`src/rtl/mult32x32_pkg.sv`:
```
// Shared types and constants for the 32x32 multiplier controller and arithmetic unit.
package mult32x32_pkg;

    typedef enum logic [2:0] {
        IDLE = 3'd0,
        LL   = 3'd1,
        LH   = 3'd2,
        HL   = 3'd3,
        HH   = 3'd4,
        DONE = 3'd5
    } state_t;

    localparam logic [1:0] SHIFT_0    = 2'b00;
    localparam logic [1:0] SHIFT_16   = 2'b01;
    localparam logic [1:0] SHIFT_32   = 2'b10;
    localparam logic [1:0] SHIFT_ZERO = 2'b11;

    localparam logic SEL_HI = 1'b0;
    localparam logic SEL_LO = 1'b1;

endpackage

```
`src/rtl/mult32x32_ctrl_if.sv`:
```
// Requester/arithmetic-side bundle of the multiplier controller; state_dbg mirrors the FSM state.
interface mult32x32_ctrl_if;
    import mult32x32_pkg::*;

    // Handshake: a request is accepted on a rising clk edge where start && ready;
    // start is ignored otherwise (no queuing). done pulses for one cycle per accepted request.
    logic        start;
    logic [31:0] a_in;
    logic [31:0] b_in;
    logic        ready;
    logic        busy;
    logic        done;
    logic [31:0] a;
    logic [31:0] b;
    logic        a_sel;
    logic        b_sel;
    logic [1:0]  shift_sel;
    logic        upd_prod;
    logic        clr_prod;
    state_t      state_dbg;

    modport master (
        output start, a_in, b_in,
        input  ready, busy, done, a, b, a_sel, b_sel, shift_sel, upd_prod, clr_prod, state_dbg
    );

    modport slave (
        input  start, a_in, b_in,
        output ready, busy, done, a, b, a_sel, b_sel, shift_sel, upd_prod, clr_prod, state_dbg
    );

endinterface

```
`src/rtl/mult32x32_ctrl_next.sv`:
```
// Combinational next-state logic; MULT32X32_SKIP_ZERO_EN enables skipping zero partial products.
module mult32x32_ctrl_next
    import mult32x32_pkg::*;
(
    input  state_t      state,
    input  logic        start,
    input  logic [31:0] op_a,
    input  logic [31:0] op_b,
    output state_t      next_state
);

`ifdef MULT32X32_SKIP_ZERO_EN
    // A partial product is worth a cycle only when both selected halves are non-zero.
    logic ll_en, lh_en, hl_en, hh_en;

    assign ll_en = (|op_a[15:0])  && (|op_b[15:0]);
    assign lh_en = (|op_a[15:0])  && (|op_b[31:16]);
    assign hl_en = (|op_a[31:16]) && (|op_b[15:0]);
    assign hh_en = (|op_a[31:16]) && (|op_b[31:16]);

    always_comb begin
        next_state = state;
        case (state)
            IDLE: if (start) begin
                if      (ll_en) next_state = LL;
                else if (lh_en) next_state = LH;
                else if (hl_en) next_state = HL;
                else if (hh_en) next_state = HH;
                else            next_state = DONE;
            end
            LL: begin
                if      (lh_en) next_state = LH;
                else if (hl_en) next_state = HL;
                else if (hh_en) next_state = HH;
                else            next_state = DONE;
            end
            LH: begin
                if      (hl_en) next_state = HL;
                else if (hh_en) next_state = HH;
                else            next_state = DONE;
            end
            HL:      next_state = hh_en ? HH : DONE;
            HH:      next_state = DONE;
            DONE:    next_state = IDLE;
            default: next_state = IDLE;
        endcase
    end
`else
    logic unused_ops;
    assign unused_ops = ^{op_a, op_b};

    always_comb begin
        next_state = state;
        case (state)
            IDLE:    if (start) next_state = LL;
            LL:      next_state = LH;
            LH:      next_state = HL;
            HL:      next_state = HH;
            HH:      next_state = DONE;
            DONE:    next_state = IDLE;
            default: next_state = IDLE;
        endcase
    end
`endif

endmodule

```
`src/rtl/mult32x32_ctrl.sv`:
```
// Sequencing FSM for the 32x32 multiplier: four 16x16 partial products, then a done pulse.
// Optional build macro: MULT32X32_SKIP_ZERO_EN (skip partial products with a zero half).
module mult32x32_ctrl
    import mult32x32_pkg::*;
#(
    parameter bit CAPTURE_OPERANDS = 1'b1
) (
    input  logic              clk,
    input  logic              reset,
    mult32x32_ctrl_if.slave   bus
);

    state_t      state;
    state_t      next_state;
    logic        accept;
    logic [31:0] op_a;
    logic [31:0] op_b;

    assign accept = (state == IDLE) && bus.start;

    // The skip decision must see the incoming operands on the accept edge.
    assign op_a = (state == IDLE) ? bus.a_in : bus.a;
    assign op_b = (state == IDLE) ? bus.b_in : bus.b;

    mult32x32_ctrl_next u_next (
        .state      (state),
        .start      (bus.start),
        .op_a       (op_a),
        .op_b       (op_b),
        .next_state (next_state)
    );

    always_ff @(posedge clk) begin
        if (reset) state <= IDLE;
        else       state <= next_state;
    end

    generate
        if (CAPTURE_OPERANDS) begin : g_capture
            logic [31:0] a_q;
            logic [31:0] b_q;

            always_ff @(posedge clk) begin
                if (reset) begin
                    a_q <= '0;
                    b_q <= '0;
                end else if (accept) begin
                    a_q <= bus.a_in;
                    b_q <= bus.b_in;
                end
            end

            assign bus.a = a_q;
            assign bus.b = b_q;
        end else begin : g_passthru
            assign bus.a = bus.a_in;
            assign bus.b = bus.b_in;
        end
    endgenerate

    always_comb begin
        bus.a_sel     = SEL_HI;
        bus.b_sel     = SEL_HI;
        bus.shift_sel = SHIFT_ZERO;
        bus.upd_prod  = 1'b0;
        case (state)
            LL: begin
                bus.a_sel     = SEL_LO;
                bus.b_sel     = SEL_LO;
                bus.shift_sel = SHIFT_0;
                bus.upd_prod  = 1'b1;
            end
            LH: begin
                bus.a_sel     = SEL_LO;
                bus.b_sel     = SEL_HI;
                bus.shift_sel = SHIFT_16;
                bus.upd_prod  = 1'b1;
            end
            HL: begin
                bus.a_sel     = SEL_HI;
                bus.b_sel     = SEL_LO;
                bus.shift_sel = SHIFT_16;
                bus.upd_prod  = 1'b1;
            end
            HH: begin
                bus.a_sel     = SEL_HI;
                bus.b_sel     = SEL_HI;
                bus.shift_sel = SHIFT_32;
                bus.upd_prod  = 1'b1;
            end
            default: ;
        endcase
    end

    assign bus.ready     = (state == IDLE);
    assign bus.busy      = (state == LL) || (state == LH) || (state == HL) || (state == HH);
    assign bus.done      = (state == DONE);
    assign bus.clr_prod  = accept;
    assign bus.state_dbg = state;

endmodule

```
`src/flat_wrapper.sv`:
```
// flat-port wrapper written by rule: the top's interface ports become plain ports
module mult32x32_ctrl_flat import mult32x32_pkg::*;
#(
    parameter bit CAPTURE_OPERANDS = 1'b1
)
  (clk, reset, bus_start, bus_a_in, bus_b_in, bus_ready, bus_busy, bus_done, bus_a, bus_b, bus_a_sel, bus_b_sel, bus_shift_sel, bus_upd_prod, bus_clr_prod, bus_state_dbg);
  mult32x32_ctrl_if bus_i ();
  input  logic clk;
  input  logic reset;
  input wire logic [$bits(bus_i.start)-1:0] bus_start;
  input wire logic [$bits(bus_i.a_in)-1:0] bus_a_in;
  input wire logic [$bits(bus_i.b_in)-1:0] bus_b_in;
  output wire logic [$bits(bus_i.ready)-1:0] bus_ready;
  output wire logic [$bits(bus_i.busy)-1:0] bus_busy;
  output wire logic [$bits(bus_i.done)-1:0] bus_done;
  output wire logic [$bits(bus_i.a)-1:0] bus_a;
  output wire logic [$bits(bus_i.b)-1:0] bus_b;
  output wire logic [$bits(bus_i.a_sel)-1:0] bus_a_sel;
  output wire logic [$bits(bus_i.b_sel)-1:0] bus_b_sel;
  output wire logic [$bits(bus_i.shift_sel)-1:0] bus_shift_sel;
  output wire logic [$bits(bus_i.upd_prod)-1:0] bus_upd_prod;
  output wire logic [$bits(bus_i.clr_prod)-1:0] bus_clr_prod;
  output wire logic [$bits(bus_i.state_dbg)-1:0] bus_state_dbg;
  assign bus_i.start = bus_start;
  assign bus_i.a_in = bus_a_in;
  assign bus_i.b_in = bus_b_in;
  assign bus_ready = bus_i.ready;
  assign bus_busy = bus_i.busy;
  assign bus_done = bus_i.done;
  assign bus_a = bus_i.a;
  assign bus_b = bus_i.b;
  assign bus_a_sel = bus_i.a_sel;
  assign bus_b_sel = bus_i.b_sel;
  assign bus_shift_sel = bus_i.shift_sel;
  assign bus_upd_prod = bus_i.upd_prod;
  assign bus_clr_prod = bus_i.clr_prod;
  assign bus_state_dbg = bus_i.state_dbg;
  mult32x32_ctrl #(.CAPTURE_OPERANDS(CAPTURE_OPERANDS)) u_core (.clk(clk), .reset(reset), .bus(bus_i));
endmodule
```
`config.mk`:
```
export PLATFORM = sky130hd
export DESIGN_NAME = mult32x32_ctrl_flat
export DESIGN_NICKNAME = d
export VERILOG_FILES = /design/src/rtl/mult32x32_pkg.sv /design/src/rtl/mult32x32_ctrl_if.sv /design/src/rtl/mult32x32_ctrl_next.sv /design/src/rtl/mult32x32_ctrl.sv /design/src/flat_wrapper.sv
export SDC_FILE = /design/constraint.sdc
export NUM_CORES = 1
export LEC_CHECK = 0
export ABC_AREA = 1
export ABC_CLOCK_PERIOD_IN_PS = 3100
export CORE_MARGIN = 2
export CORE_UTILIZATION = 47
export DETAILED_ROUTE_END_ITERATION = 10
export PLACE_DENSITY = 0.92
export SLEW_MARGIN = 20
export SYNTH_ARGS = -nofsm -noshare
export SYNTH_HDL_FRONTEND = slang
export SYNTH_SLANG_ARGS = --single-unit
```
`constraint.sdc`:
```
create_clock -name clk -period 3.1 [get_ports clk]
set_input_delay 0.465 -clock clk [delete_from_list [all_inputs] [get_ports clk]]
set_output_delay 0.465 -clock clk [all_outputs]
set_load 0.02 [all_outputs]
```
== After elaboration in Yosys (flattened, before gate mapping) ==
Index checks and enable logic that the tools add are counted.
Widths: inputs -> output; s select.

* Flip-flop bits (word level): 67
* Output and inout port bits: 76

* Equality and inequality tests: 6
* Multiplexer cells: 6
* Reductions and logical operators: 9

{| class="wikitable"
|+ Operators by type and width
! cell !! count
|-
| $pmux 3 s5 || 1
|-
| $eq 3x2->1 const B || 2
|-
| $eq 3x3->1 const B || 2
|-
| $pmux 2 s3 || 1
|-
| $reduce_or 2->1 || 3
|-
| $reduce_or 4->1 || 1
|-
| $eq 3x1->1 const B || 1
|-
| $logic_not 3->1 || 1
|-
| $logic_or 1x1->1 || 3
|-
| $mux 1 || 3
|-
| $mux 3 || 1
|-
| $ne 2x2->1 const B || 1
|-
| $logic_and 1x1->1 || 1
|}

== Depth between registers and ports, before layout ==
Gate-level depths: netlist of run 1.

* Word-level depth: 4
* Mapped depth: 7
* Gate-level depth less buffers: 5

== Cells and area by module ==
Synthesis of run 1 repeated with hierarchy kept, for this count alone.

* Cell total of the unflattened synthesis: 728
* Area, all modules: 4135.2 um2

{| class="wikitable"
|+ By module, submodules not included
! module !! times used !! cells an instance !! area each (um2)
|-
| mult32x32_ctrl || 1 || 714 || 4081.4
|-
| mult32x32_ctrl_next || 1 || 14 || 53.8
|}

== Least setup slack after synthesis of run 1 ==
OpenSTA, ideal clock, no wires.

* Path kind: register to output
* Start point: register u_core.state[2], in the netlist u_core.bus.state_dbg[2]
* End point: output port bus_done
* Arrival time: 1.334 ns
* Data required time: 2.635 ns
* Setup slack: 1.301 ns
* Cell stages (with the launch flop): 4
* Path buffers: 1
* Cells stage by stage: dfxtp_1 > inv_2 > clkbuf_1 > nor3_1

* Cells in the longest elaborated chain, start to end: 1

{| class="wikitable"
|+ RTL lines
! what !! RTL line !! source
|-
| from (decl) || mult32x32_ctrl.sv:13 || <nowiki>state_t state;</nowiki>
|-
| from (signal assigned) || mult32x32_ctrl.sv:35 || <nowiki>else state <= next_state;</nowiki>
|-
| $eq 3x3->1 || mult32x32_ctrl.sv:97 || <nowiki>assign bus.done = (state == DONE);</nowiki>
|-
| to (decl) || flat_wrapper.sv:15 || <nowiki>output wire logic [$bits(bus_i.done)-1:0] bus_done;</nowiki>
|}

No other way between the ends.

== Worst setup path after layout of run 1 ==
* Start point: register u_core.state[1], in the netlist u_core.bus.state_dbg[1]
* End point: output port bus_busy

* Cells in the longest elaborated chain, start to end: 4

{| class="wikitable"
|+ RTL lines
! what !! RTL line !! source
|-
| $eq 3x1->1 / $eq 3x2->1 (equally long branches) || mult32x32_ctrl.sv:96 || <nowiki>assign bus.busy = (state == LL) || (state == LH) || (state == HL) || (state == HH);</nowiki>
|-
| $logic_or 1x1->1 (2 in a row) || mult32x32_ctrl.sv:96 ||
|-
| $logic_or 1x1->1 (*) || mult32x32_ctrl.sv:96 ||
|-
| to (decl) || flat_wrapper.sv:14 || <nowiki>output wire logic [$bits(bus_i.busy)-1:0] bus_busy;</nowiki>
|}

Mark *: on every way between the ends. The rest lies on a longest branch, timed or not.

==> qor.yml, run 1 <==
total_power_mw: 2.80
synthCells: 577
io_pins: 143
slew-limit-headroom: 0.557
antennaDiodeCount: 0
finalClockSkew_ns: 0.00457
viasPerCell: 4.55
synth_seq_cells: 67
cts_setup_buffers: 0
finalWorstSetupSlack_ns: 0.465
finalCritPeriodShare: 0.850
grt_first_pass_wirelength_um: 15600
h-tree-depth: 3
cp.arrival_ns: 2.17
synth.distinct_cells: 16
synth_nets: 644
die-area_um2: 8120
yosysWarnings: 0
status: "finished clean"
cts_buffer_depth: 2
drt-wirelength-per-cell_um: 11.3
clkSlewWorstSetupHoldPaths_ns: 0.07
post-place-ws_ns: 0.795
cp-end-kind: "output pin"
power.leakage_nw: 2.72
antenna_found_initial: 0
path_class: "flip-flop to output pin"
nets: 768
synth-seq-area-share: 0.385
ys_top_cells_by_area: "dfxtp_1 38%, inv_1 16%, nand2_1 14%"
cts_buffers: 9
hold_viol: 0
ant_nets: 0
finalSetupTns_ns: 0
power_density_nw_per_um2: 550
dr.pass1.iters: 7
dpl.hpwl_um: 6260
port_buffers: 142
areaGrowthSynthToFinish_pct: 46.1
grt_pass1_vias: 3466
layoutNonFillerInstCount: 805
peakVddDrop_v: 0.000327
tritoncts: "done"
tightestPinTransition_ns: 0.664
drive_gt1_frac: 0.108
fillers: 614
first_iter_violations: 123
multi_input_area_um2: 1230
startpoint_type: "flip-flop"
regToRegStartpoint: "u_core.bus.state_dbg[2]"
grt_max_degree: 66
die_w_um: 90.1
hold_slack_ns: 0.512
crit_fanout: 28
cp-startpoint: "u_core.bus.state_dbg[1]"
setup_viol: 0
clock.fmax_mhz: 380
fp.dieH_um: 90.1
holdCritPathClass: "flip-flop to flip-flop"
cts_sinks: 67
rsz0062_at_grt: "no"
synth.avg_cell_area_um2: 6.04
syn-cell-area_um2: 3480
timing.max_cap.violations: 0
place_inst: 789
cp_data_required_time_ns: 2.63
cts.root.buffer_cell: "clkbuf_8"
drt_wl_total_um: 9060
cts_hold_buf: 0
clk_latency_ns: 0.32
gr-total-overflow: 0
num_rows: 31
drv_slew: 0
core_area_um2: 7210
routabilityCongestion: 0.772
seq_area_um2: 1340
track_usage: 0.228
fin_crit_ns: 2.64
final_cell_mix: "145 x inv_1, 141 x clkdlybuf4s50_1, 134 x nand2_1"
final_common_cell: "inv_1"
yosysTopAreaCellShare: 0.385
start_util: 0.483
hold_start: "u_core.bus.a[3]"
drcViolationCount: 0
cts_resized: 0
via_count: 3662
yosysTopAreaCell: "dfxtp_1"
-- cells by family after synthesis --
group	synth area share
and+or+nand+nor	0.343
buffers and inverters	0.265
DFF	0.385
AOI/OAI and AO/OA	0.00718
-- stage by stage --
stage           util  instance area [µm²]
6_report       0.706                 5090
5_1_grt        0.706                 5090
4_1_cts        0.706                 5090
3_5_place_dp   0.679                 4900
3_3_place_gp   0.679                 4900
2_1_floorplan      -                 3480
-- critical path, stage by stage, from the launching register on --
cell             delay, ns
dfxtp_1               0.38
nor2_4                0.50
nand2_1               0.20
nand4_1               0.15
clkdlybuf4s50_1       0.61
-- area by class of cell --
class                   count  share of cell area
clock buffers              15              0.0366
clock inverters             1            0.000983
inverters                 198               0.146
multi-input cells         277               0.241
flip-flops and latches     67               0.264
well taps                  99              0.0243
repair buffers            148               0.287
-- Yosys cell counts, drive strengths merged --
master,instances
nor3,1
nand3,3
clkbuf,11
a21oi,3
buf,24
nand4,66
inv,198
nor2,68
dfxtp,67
o21ai,2
nand2,134
-- sequential cells by signal, summed over array words and instances, names as in the netlist --
register / flops
u_core.bus.state_dbg: 3
u_core.bus.b: 32
u_core.bus.a: 32
-- where the power goes --
group          switching (mW)  internal (mW)
combinational           0.605          0.466
clock                   0.303          0.378
sequential             0.0684          0.978
-- layer usage --
metal	vias up	routed length, µm	track usage
li1	1898	-	-
met1	1616	3930	0.266
met3	20	547	0.0536
met2	128	4410	0.407
met5	-	0	0
met4	0	171	0.0808
-- path summary, 6_finish.rpt --
check	end	slack [ns]	cells after the start
max reg2reg	u_core.bus.a[26]	1.27	6
min	u_core.bus.a[3]	0.51	4
min reg2reg	u_core.bus.a[3]	0.51	4
max	bus_busy	0.46	4
(Power assumes the default switching activity.)
==> run 2, diff against run 1 <==
Settings changed: CELL_PAD_IN_SITES_DETAIL_PLACEMENT from default to 1, CELL_PAD_IN_SITES_GLOBAL_PLACEMENT from default to 1, CORE_UTILIZATION 47 to 31.
==> qor.yml, run 2 (synthesized netlist as in run 1, its figures left out) <==
fillers: 1461  # +140%
finalSetupTns_ns: 0  # unchanged
finalCritPeriodShare: 0.861  # +0.0108
cp.arrival_ns: 2.20  # +0.03 ns
grt_first_pass_wirelength_um: 18300  # +17%
finalClockSkew_ns: 0.00923  # +0.00466 ns
cp-end-kind: "output pin"
num_rows: 38  # +23%
dpl.hpwl_um: 8200  # +31%
cts_sinks: 67  # unchanged
slew-limit-headroom: 0.516  # -0.0412
path_class: "flip-flop to output pin"
crit_fanout: 29  # +3.6%
io_pins: 143  # unchanged
die-area_um2: 12100  # +49%
fin_crit_ns: 2.67  # +0.0334 ns
cpPeakStageDelay_ns: 0.61  # about the same
drcViolationCount: 0  # unchanged
p_clk_frac: 0.254  # +0.011
cts.root.buffer_cell: "clkbuf_8"
grt_pass1_vias: 3961  # +14%
seq_area_um2: 1340  # unchanged
first_iter_violations: 130  # +5.7%
ant_nets: 0  # unchanged
via_count: 3813  # +4.1%
cts_buffers: 9  # unchanged
wl_met2_um: 6000  # +36%
dr_wl_met3_um: 688  # +26%
start_util: 0.320  # -0.163
cpMaxStageDelayCell: "clkdlybuf4s50_1"
routabilityCongestion: 0.851  # +10%
layoutNonFillerInstCount: 844  # +4.8%
peakVddDrop_v: 0.000248  # -24%
drt_wl_total_um: 11500  # +27%
status: "finished clean"
internal_power_mw: 1.86  # +1.9%
fp.dieH_um: 110  # +22%
drv_slew: 0  # unchanged
crit_chain: "inv_2 > nand3_1 > nand4_1 > clkdlybuf4s50_1"
timing.max_cap.violations: 0  # unchanged
port_buffers: 142  # unchanged
clk_latency_ns: 0.33  # about the same
cts_setup_buffers: 0  # unchanged
rsz0062_at_grt: "no"
antenna_found_initial: 0  # unchanged
cts_hold_buf: 0  # unchanged
grt_max_degree: 66  # unchanged
switchingPower_mw: 1.02  # +4.8%
seq_power_share: 0.364  # -0.010
p_sw_frac: 0.355  # +0.00651
setup_viol: 0  # unchanged
clock.fmax_mhz: 375  # -1.3%
final_cell_mix: "145 x inv_1, 141 x clkdlybuf4s50_1, 134 x nand2_1"
track_usage: 0.193  # -0.0352
startpoint_type: "flip-flop"
h-tree-depth: 3  # unchanged
gr-total-overflow: 0  # unchanged
dpl-instance-area_um2: 4950  # +1.1%
power_density_nw_per_um2: 559  # +1.7%
antennaDiodeCount: 0  # unchanged
drt-wirelength-per-cell_um: 13.6  # +21%
combPwrFrac: 0.383  # about the same
cp_data_required_time_ns: 2.63  # about the same
top_layer_used: "met4"
design_area_um2: 5150  # +1.2%
dr.pass1.iters: 4  # -3
holdCritPathClass: "flip-flop to flip-flop"
viasPerCell: 4.52  # -0.69%
place_inst: 829  # +5.1%
hold_viol: 0  # unchanged
wl_met1_um: 4620  # +17%
final_common_cell: "inv_1"
tightestPinTransition_ns: 0.726  # +0.0619 ns
cts_resized: 0  # unchanged
tritoncts: "done"
nets: 767  # -0.13%
clkSlewWorstSetupHoldPaths_ns: 0.07  # about the same
power.leakage_nw: 2.72  # about the same
areaGrowthSynthToFinish_pct: 47.8
die_w_um: 110  # +22%
multi_input_area_um2: 1230  # unchanged
drive_gt1_frac: 0.105  # -0.00254
core_area_um2: 10900  # +51%
cts_buffer_depth: 2  # unchanged
run 2: cell types whose count changed in the layout (fill, tap and decap cells not counted):
cell and change:
buf_4 -2, buf_12 +1, clkbuf_8 -2, bufinv_16 +1
run 2: critical path: cells and delay by family (launching register included):
kind                   cells  cell delay (ns)
DFF                        1             0.37
and+or+nand+nor            2             0.47
buffers and inverters      2             1.02
run 2: worst paths after layout:
path                                 from                to  slack [ns]  cells past startpoint
setup reg to reg  u_core.bus.state_dbg[1]  u_core.bus.b[19]        1.19                      6
hold reg to reg          u_core.bus.a[12]  u_core.bus.a[12]        0.51                      4
hold / removal           u_core.bus.a[12]  u_core.bus.a[12]        0.51                      4
setup / recovery  u_core.bus.state_dbg[2]          bus_busy        0.43                      4
run 2: metrics by stage:
| step | hold WS (ns) | setup WS [ns] | util | power, mW |
|---|---|---|---|---|
| 2_1_floorplan | 0.534 | 1.30 | - | 1.70 |
| 3_3_place_gp | 0.498 | 0.886 | 0.455 | 2.12 |
| 5_1_grt | 0.549 | 0.298 | 0.473 | 3.07 |
| 6_report | 0.511 | 0.432 | 0.473 | 2.88 |
| 4_1_cts | 0.517 | 0.409 | 0.473 | 2.92 |
| 3_5_place_dp | 0.506 | 0.820 | 0.455 | 2.18 |
run 2: power by group through the flow:
| stage | Combinational, mW | Sequential (mW) | Clock (mW) |
|---|---|---|---|
| after CTS | 1.12 | 1.05 | 0.755 |
| final | 1.10 | 1.05 | 0.730 |
| after global placement | 1.06 | 1.06 | 0 |
| after detailed placement | 1.11 | 1.07 | 0 |
| after global routing | 1.21 | 1.06 | 0.795 |
| after floorplan | 0.509 | 1.20 | 0 |
run 2: final cells by class:
class | instances | area share
flip-flops and latches | 67 | 0.261
multi-input cells | 277 | 0.239
clock buffers | 13 | 0.0309
clock inverters | 2 | 0.00680
repair buffers | 147 | 0.285
well taps | 140 | 0.0340
inverters | 198 | 0.144
run 2: layer usage:
layer / vias to the layer above / track usage
li1: 1891 / -
met1: 1793 / 0.205
met2: 113 / 0.367
met3: 16 / 0.0447
met4: 0 / 0.0696
met5: - / 0
